**config.mk**
```make
export PLATFORM = sky130hd
export DESIGN_NAME = updi_input_handler_core
export DESIGN_NICKNAME = d
export VERILOG_FILES = /design/src/rtl/updi_input_handler_core.sv
export SDC_FILE = /design/constraint.sdc
export NUM_CORES = 1
export LEC_CHECK = 0
export CAP_MARGIN = 10
export CORE_MARGIN = 2
export CORE_UTILIZATION = 38
export CTS_CLUSTER_DIAMETER = 120
export DETAILED_ROUTE_END_ITERATION = 8
export HOLD_SLACK_MARGIN = 0.05
export MAX_ROUTING_LAYER = met4
export PLACE_DENSITY = 0.62
export SKIP_LAST_GASP = 1
export SYNTH_ARGS = -nofsm -noshare
export SYNTH_HDL_FRONTEND = slang
export SYNTH_SLANG_ARGS = --single-unit
```
**constraint.sdc**
```tcl
create_clock -name clk -period 1.85 [get_ports clk]
set_clock_uncertainty 0.2 [all_clocks]
set_input_delay 0.555 -clock clk [delete_from_list [all_inputs] [get_ports clk]]
set_output_delay 0.555 -clock clk [all_outputs]
set_load 0.1 [all_outputs]
```
**src/rtl/updi_input_handler_core.sv**
```systemverilog
// updi_input_handler_core
// Receive-side data mover for the UPDI programmer. Moves bytes from the UART RX
// FIFO to the host response FIFO on request, or consumes one byte and checks it
// against the UPDI ACK value. Every wait for an input byte is guarded by a
// per-byte inactivity timer. All outputs are registered. Each operation ends in
// a one-cycle FINISH state that carries the done/timeout/ack pulse with ready low.
module updi_input_handler_core #(
    parameter int BITS_N       = 6,
    parameter int TIMEOUT_CLKS = 25
) (
    input  logic              clk,
    input  logic              rst,
    input  logic              wait_ack,
    output logic              ack_received,
    output logic              ack_error,
    input  logic [BITS_N-1:0] n_bytes,
    input  logic              start,
    output logic              ready,
    output logic              done,
    output logic              timeout,
    input  logic [7:0]        in_fifo_data,
    input  logic              in_fifo_empty,
    output logic              in_fifo_rd_en,
    output logic [7:0]        out_fifo_data,
    input  logic              out_fifo_full,
    output logic              out_fifo_wr_en
);

    localparam int TW = $clog2(TIMEOUT_CLKS + 1);
    // Timer value on the last stalled cycle before the timeout pulse is raised.
    localparam logic [TW-1:0]     TIMER_LAST = TW'(TIMEOUT_CLKS - 1);
    localparam logic [TW-1:0]     TIMER_ZERO = TW'(0);
    localparam logic [BITS_N-1:0] CNT_ZERO   = BITS_N'(0);
    localparam logic [BITS_N-1:0] CNT_ONE    = BITS_N'(1);
    localparam logic [7:0]        UPDI_ACK   = 8'h40;

    typedef enum logic [2:0] {
        IDLE      = 3'd0,
        FWD_WAIT  = 3'd1,
        FWD_READ  = 3'd2,
        FWD_WRITE = 3'd3,
        ACK_WAIT  = 3'd4,
        ACK_READ  = 3'd5,
        ACK_CHECK = 3'd6,
        FINISH    = 3'd7
    } state_t;

    state_t            state_r, state_s;
    logic [BITS_N-1:0] remaining_r, remaining_s;
    logic [TW-1:0]     timer_r, timer_s;
    logic              ready_r, ready_s;
    logic              done_r, done_s;
    logic              timeout_r, timeout_s;
    logic              ack_received_r, ack_received_s;
    logic              ack_error_r, ack_error_s;
    logic              rd_en_r, rd_en_s;
    logic              wr_en_r, wr_en_s;
    logic [7:0]        out_data_r, out_data_s;

    // Next-state, counter and registered-output decode for the transfer FSM.
    always_comb begin
        state_s        = state_r;
        remaining_s    = remaining_r;
        timer_s        = timer_r;
        done_s         = 1'b0;
        timeout_s      = 1'b0;
        ack_received_s = 1'b0;
        ack_error_s    = 1'b0;
        rd_en_s        = 1'b0;
        wr_en_s        = 1'b0;
        out_data_s     = out_data_r;

        case (state_r)
            IDLE: begin
                if (start) begin
                    remaining_s = n_bytes;
                    timer_s     = TIMER_ZERO;
                    if (n_bytes == CNT_ZERO) begin
                        done_s  = 1'b1;
                        state_s = FINISH;
                    end else begin
                        state_s = FWD_WAIT;
                    end
                end else if (wait_ack) begin
                    timer_s = TIMER_ZERO;
                    state_s = ACK_WAIT;
                end else begin
                    state_s = IDLE;
                end
            end
            FWD_WAIT: begin
                // A write still in flight has not yet been reflected in
                // out_fifo_full, so hold off reading for that one cycle.
                if (!in_fifo_empty && !out_fifo_full && !wr_en_r) begin
                    rd_en_s = 1'b1;
                    timer_s = TIMER_ZERO;
                    state_s = FWD_READ;
                end else if (timer_r == TIMER_LAST) begin
                    timeout_s = 1'b1;
                    state_s   = FINISH;
                end else begin
                    timer_s = timer_r + TW'(1);
                end
            end
            FWD_READ: begin
                state_s = FWD_WRITE;
            end
            FWD_WRITE: begin
                wr_en_s     = 1'b1;
                out_data_s  = in_fifo_data;
                remaining_s = remaining_r - CNT_ONE;
                if (remaining_r == CNT_ONE) begin
                    done_s  = 1'b1;
                    state_s = FINISH;
                end else begin
                    state_s = FWD_WAIT;
                end
            end
            ACK_WAIT: begin
                if (!in_fifo_empty) begin
                    rd_en_s = 1'b1;
                    timer_s = TIMER_ZERO;
                    state_s = ACK_READ;
                end else if (timer_r == TIMER_LAST) begin
                    timeout_s = 1'b1;
                    state_s   = FINISH;
                end else begin
                    timer_s = timer_r + TW'(1);
                end
            end
            ACK_READ: begin
                state_s = ACK_CHECK;
            end
            ACK_CHECK: begin
                ack_received_s = 1'b1;
                ack_error_s    = (in_fifo_data != UPDI_ACK);
                state_s        = FINISH;
            end
            FINISH: begin
                state_s = IDLE;
            end
            default: begin
                state_s = IDLE;
            end
        endcase

        ready_s = (state_s == IDLE);
    end

    // State, counters and all outputs registered; async reset returns to IDLE.
    always_ff @(posedge clk or negedge rst) begin
        if (!rst) begin
            state_r        <= IDLE;
            remaining_r    <= CNT_ZERO;
            timer_r        <= TIMER_ZERO;
            ready_r        <= 1'b1;
            done_r         <= 1'b0;
            timeout_r      <= 1'b0;
            ack_received_r <= 1'b0;
            ack_error_r    <= 1'b0;
            rd_en_r        <= 1'b0;
            wr_en_r        <= 1'b0;
            out_data_r     <= 8'h00;
        end else begin
            state_r        <= state_s;
            remaining_r    <= remaining_s;
            timer_r        <= timer_s;
            ready_r        <= ready_s;
            done_r         <= done_s;
            timeout_r      <= timeout_s;
            ack_received_r <= ack_received_s;
            ack_error_r    <= ack_error_s;
            rd_en_r        <= rd_en_s;
            wr_en_r        <= wr_en_s;
            out_data_r     <= out_data_s;
        end
    end

    assign ready          = ready_r;
    assign done           = done_r;
    assign timeout        = timeout_r;
    assign ack_received   = ack_received_r;
    assign ack_error      = ack_error_r;
    assign in_fifo_rd_en  = rd_en_r;
    assign out_fifo_wr_en = wr_en_r;
    assign out_fifo_data  = out_data_r;

endmodule

```
* After elaboration in Yosys (flattened, before gate mapping)
Index checks and enable logic that the tools add are counted.
** Word-level totals
- Output and inout bits :: 15
- Logic and storage cells :: 67
- Flip-flop bits (word level) :: 29
- Input port bits :: 20
** Cells by class
- Add/sub/neg operators :: 2
- Equality and inequality tests :: 12
- Reduce and logical (&&, ||, !) cells :: 12
- Mux-type cells :: 30
** Operators by type and width (count)
- 5-bit two-way mux :: 5
- 3-bit one-hot mux with 8 select lines :: 1
- 3-bit two-way mux :: 7
- 5-bit one-hot mux with 3 select lines :: 1
- 3-bit == test (second input constant) :: 4
- 6-bit one-hot mux with 2 select lines :: 1
- 1-bit two-way mux :: 11
- 8-bit by 7-bit != test with 1-bit output (second input constant) :: 1
- 3-bit by 2-bit == test with 1-bit output (second input constant) :: 2
- 6-bit by 1-bit == test with 1-bit output (second input constant) :: 1
- 3-bit logical NOT :: 2
- 6-bit logical NOT :: 1
- 6-bit two-way mux :: 1
- 1-bit one-hot mux with 2 select lines :: 3
- 6-bit by 1-bit subtractor with 6-bit output (second input constant) :: 1
- 5-bit by 1-bit adder with 5-bit output (second input constant) :: 1
- 5-bit == test (second input constant) :: 1
- 2-bit AND reduction :: 2
- 3-bit by 1-bit == test with 1-bit output (second input constant) :: 1
- 1-bit logical NOT :: 3
- 3-bit != test (second input constant) :: 1
- 3-bit nonzero test :: 1
- 1-bit logical AND :: 2
- 2-bit != test (second input constant) :: 1
- 2-bit nonzero test :: 1

* Depth between registers and ports, before layout
- Depth after elaboration :: 6
- Depth in mapped cells :: 6
- Mapped depth without buffers :: 6

* Least setup slack after synthesis
Ideal clock, no wire load.
- Path kind :: reg-to-reg
- Start point :: register wr_en_r (netlist: out_fifo_wr_en)
- End point :: register timer_r[3]
- Stages on the path, launching flop included :: 5
- Setup time :: 0.118 ns
- Setup slack :: -0.378 ns
- Arrival time :: 1.910 ns
- Period minus slack after synthesis :: 2.228 ns
- Data required time :: 1.532 ns
- Cell sequence :: dfrtp_1 > or3_1 > a32oi_1 > o21ai_0 > a21o_1
** Between the ends
- Word-level cells in the longest chain between the ends :: 4
** RTL lines
- start: declaration :: line 57 : logic wr_en_r, wr_en_s;
- start signal: assignment :: line 174 : wr_en_r <= wr_en_s;
- 1-bit logical NOT :: line 94 : if (!in_fifo_empty && !out_fifo_full && !wr_en_r) begin
- 1-bit logical AND :: line 94
- 5-bit two-way mux :: line 94
- 5-bit one-hot mux with 3 select lines :: line 73 : case (state_r)
- end signal: assignment :: line 167 : timer_r <= timer_s;
- end: declaration :: line 50 : logic [TW-1:0] timer_r, timer_s;
No other way between the ends.
A chain may end at the register's enable or synchronous reset.

* Worst setup path after layout
- Start point :: input n_bytes[1]
- End point :: register state_r[1]
** Between the ends
- Word-level cells in the longest chain between the ends :: 4
** RTL lines
- start: declaration :: line 16 : input logic [BITS_N-1:0] n_bytes,
- 6-bit logical NOT :: line 78 : if (n_bytes == CNT_ZERO) begin
- 3-bit two-way mux :: line 78
- 3-bit two-way mux :: line 75 : if (start) begin
- 3-bit one-hot mux with 8 select lines :: line 73
- named net state_s[1] :: line 48 : state_t state_r, state_s;
- end signal: assignment :: line 165 : state_r <= state_s;
- end: declaration :: line 48
The timed path passes the listed nets, and every way through them passes these cells.

==> flow_results.org <==
** Route
- After the first detailed-routing iteration, the DRC count stood at 101.
- The final layout contains routed wiring with a total length of 3.42 mm.
- Via density :: 5.32
- Overall via count from detail_route :: 1288
- For this run, the detailed router's first-pass iteration total came to 4.
- The detail route stage leaves a number of antenna-violating nets equal to 0.
- In the final routed layout, each cell accounts on average for 14.1 um.
- Remaining design rule violation count :: 0

** Setup path
- The worst setup path is of the primary input to register kind.
- Arrival time at the worst endpoint :: 1.86 ns
- The worst setup path is captured at a register.
- The worst setup path is launched from a primary input.
- For the worst setup path, the data required time is 1.87 ns.
- CP max FO :: 4

** Floorplanning
- The die covers 4320 um2.
- Height of the die :: 65.7 um
- For this design the top-level I/O count stands at 35.
- After floorplanning, the core was sized to cover 3660 um2.
- Count of standard-cell rows :: 22
- X dimension of the die :: 65.7 um
- Starting density of the core :: 39.5%

** Clock network
- After clock tree synthesis, the clock-pin slew on the worst setup and hold paths is 0.06 ns.
- Clock tree synthesis found a total of 29 sinks.
- H-tree levels :: 2
- The tree is rooted in a sky130_fd_sc_hd__clkbuf_8.
- The later pin in the worst-skew pair is clocked with a latency of 0.29 ns.
- TritonCTS built the clock tree.
- Counting along the longest clock path gives a buffer depth of 2.
- Clock buffer count from CTS :: 5

** Finish
- The final layout contains 217 nets.
- The area growth from synthesis to layout is 61.1%.
- After filler insertion, the fill cell instance count of the layout stands at 305.
- The repair_antennas step left the layout with diodes totalling 0.
- Number of cells in the finished layout apart from fillers :: 242
- Fraction of layout instances using a drive strength above 1 :: 35.1%

** Timing
- After layout, the worst path uses 99.5% of the clock period.
- Static timing analysis puts the maximum clock frequency at 543 MHz.
- Least-Margin Pin Slew :: 0.309 ns
- The final number of hold-violating endpoints came to 0.
- Hold is met by 0.344 ns.
- Total negative slack for setup checks :: 0 ns
- The worst pin sits at a relative slew slack of 79.2%.
- Number of max-slew violations in the final report :: 0
- Setup violations remaining at the end of the flow were counted as 0.
- Final min period :: 1.84 ns
- Unrepaired setup endpoints after global routing :: yes

** Synthesis
- In this run the biggest area consumer among cell types represents 48.4% of the synthesized area.
- Per-instance average area after synthesis :: 10.7 um2
- The most used flip-flop cell after synthesis is sky130_fd_sc_hd__dfrtp_1.
- Synthesis produced a netlist whose cell count is 135.
- After synthesis, the share of flip-flops with an asynchronous set or reset is 100%.
- In this run, synthesis produced a sequential element count of 29.
- Seq/Total Area, Yosys :: 50.3%
- Most frequent cells after synthesis :: sky130_fd_sc_hd__dfrtp_1 (28), sky130_fd_sc_hd__mux2_2 (8)
- During synthesis, Yosys emitted a total of 0 warnings.
- Synthesized area :: 1450 um2
- Counting every net in the synthesized netlist gives 159.
- EDFF count, synth :: 0
- Top cells by area in the synthesized netlist :: sky130_fd_sc_hd__dfrtp_1 (48%), sky130_fd_sc_hd__mux2_2 (6.2%), sky130_fd_sc_hd__ha_1 (3.5%)
- Count of cell types in the netlist :: 46
- Most used standard cell by instance count after synthesis :: sky130_fd_sc_hd__dfrtp_1
- Cell accounting for the most synthesized area :: sky130_fd_sc_hd__dfrtp_1

** Global route
- Entering global routing, the biggest net connects 30 pins.
- Wire length of the first global-routing pass :: 5.78 mm
- Remaining global-route overflow :: 0
- Global routing used 18.6% of the available tracks.
- The number of antenna violations at the first check in global routing was 0.
- The number of global-route vias before repair is 1238.

** Place
- At the end of routability-driven placement, the weighted congestion stood at 0.821.
- During placement, the flow inserted port buffers numbering 34.
- Detail Placement HPWL :: 2.43 mm
- Including well taps, the total number of placed cells is 227.

** Power and ir drop
- Power per cell area :: 1870 nW/um2
- VDD sags by at most 1600 uV.
- Static leakage power :: 1.01 nW

** Status
- The flow ran to the end, and the final reports show no timing, DRC or antenna violations.

** Worst hold path
- The min-delay analysis places its worst path in the category register to register.

** Job
- Max capacitance violation total :: 0
==> cell type report <==
type	count	area, um2	share of cell area [%]
Timing Repair Buffer	56	698	30.0
Multi-Input combinational cell	94	713	30.6
Sequential cell	29	731	31.4
Tap cell	48	60.1	2.58
Inverter	7	26.3	1.13
Clock buffer	7	96.3	4.14
Clock inverter	1	5.00	0.215
==> path summary, 6_finish.rpt <==
kind | depth (start not counted) | from | slack [ns] | to
max | 5 | n_bytes[1] | 0.008 | state_r[1]
min | 1 | remaining_r[3] | 0.34 | remaining_r[3]
max reg2reg | 4 | state_r[2] | 0.02 | state_r[1]
min reg2reg | 1 | remaining_r[3] | 0.34 | remaining_r[3]
max in group asynchronous | 2 | rst | 0.78 | ready
min in group asynchronous | 2 | rst | 0.43 | remaining_r[5]
==> registers in the layout, indices dropped and copies added, names as in the netlist <==
register,count
ready,1
out_fifo_data,8
remaining_r,6
out_fifo_wr_en,1
ack_error,1
ack_received,1
in_fifo_rd_en,1
timer_r,5
done,1
timeout,1
state_r,3
==> routing by layer <==
layer,part of all wire [%],GRT usage (%)
met4,1.8,8.59
met3,6.1,6.51
met2,50,29.0
met1,42,21.6
met5,0,-
==> cell families after synthesis <==
family                   synth area share (%)
AO/OA/AOI/OAI                            13.8
multiplexers                             6.92
flip-flops                               50.3
adder cells (fa/ha/maj)                  3.46
XOR/XNOR                                0.606
AND/OR/NAND/NOR                          21.6
buffers and inverters                    3.29
==> where the power goes <==
part / internal [mW] / switching, mW
clock: 0.335 / 0.239
sequential: 0.885 / 0.225
combinational: 1.13 / 1.55
==> cells in the final DEF (no fill, tap or decap), types with 2 or more instances in the layout <==
cell                              instances
sky130_fd_sc_hd__o221a_2                  2
sky130_fd_sc_hd__clkdlybuf4s15_1          4
sky130_fd_sc_hd__nor3_1                   3
sky130_fd_sc_hd__ha_1                     4
sky130_fd_sc_hd__nor4_1                   4
sky130_fd_sc_hd__buf_6                    4
sky130_fd_sc_hd__nor2_1                   7
sky130_fd_sc_hd__nand4b_1                 2
sky130_fd_sc_hd__mux2_2                   8
sky130_fd_sc_hd__o21ai_0                  4
sky130_fd_sc_hd__nand4_1                  2
sky130_fd_sc_hd__a311oi_1                 2
sky130_fd_sc_hd__clkdlybuf4s50_1         11
sky130_fd_sc_hd__buf_12                  18
sky130_fd_sc_hd__dfrtp_1                 27
sky130_fd_sc_hd__clkbuf_8                 7
sky130_fd_sc_hd__inv_1                    7
sky130_fd_sc_hd__or4_4                    2
sky130_fd_sc_hd__nand2b_1                 6
sky130_fd_sc_hd__nand2_1                  7
sky130_fd_sc_hd__a21oi_1                  7
sky130_fd_sc_hd__buf_2                    2
sky130_fd_sc_hd__nor2b_1                  2
sky130_fd_sc_hd__or2_1                    2
sky130_fd_sc_hd__nor4b_1                  3
sky130_fd_sc_hd__o22ai_1                  2
sky130_fd_sc_hd__buf_4                   16
==> per-stage QoR <==
stage / total power, mW / worst slack (ns) / instance area, um2 / utilization (%)
floorplan: 2.66 / -0.0959 / 1460 / -
global placement: 3.57 / -0.580 / 2120 / 58.0
detailed placement: 3.62 / -0.610 / 2120 / 58.0
CTS: 4.26 / -0.000305 / 2260 / 61.7
global route: 4.62 / -0.0538 / 2330 / 63.6
finish: 4.36 / 0.00841 / 2330 / 63.6
==> critical path, cell delays in order <==
cell and delay [ns]:
sky130_fd_sc_hd__buf_6 0.09, sky130_fd_sc_hd__or4_4 0.52, sky130_fd_sc_hd__or4_4 0.50, sky130_fd_sc_hd__nand2_4 0.08
sky130_fd_sc_hd__or2_1 0.11
==> timing repair <==
item / in CTS / in global routing
endpoints found under the setup margin: 16 / 7
hold buffers: 0 / 0
setup buffers: 1 / 6
pin swaps: 8 / 7
resized for setup: 29 / 4
Note: power is estimated with default switching activity, not from simulation.
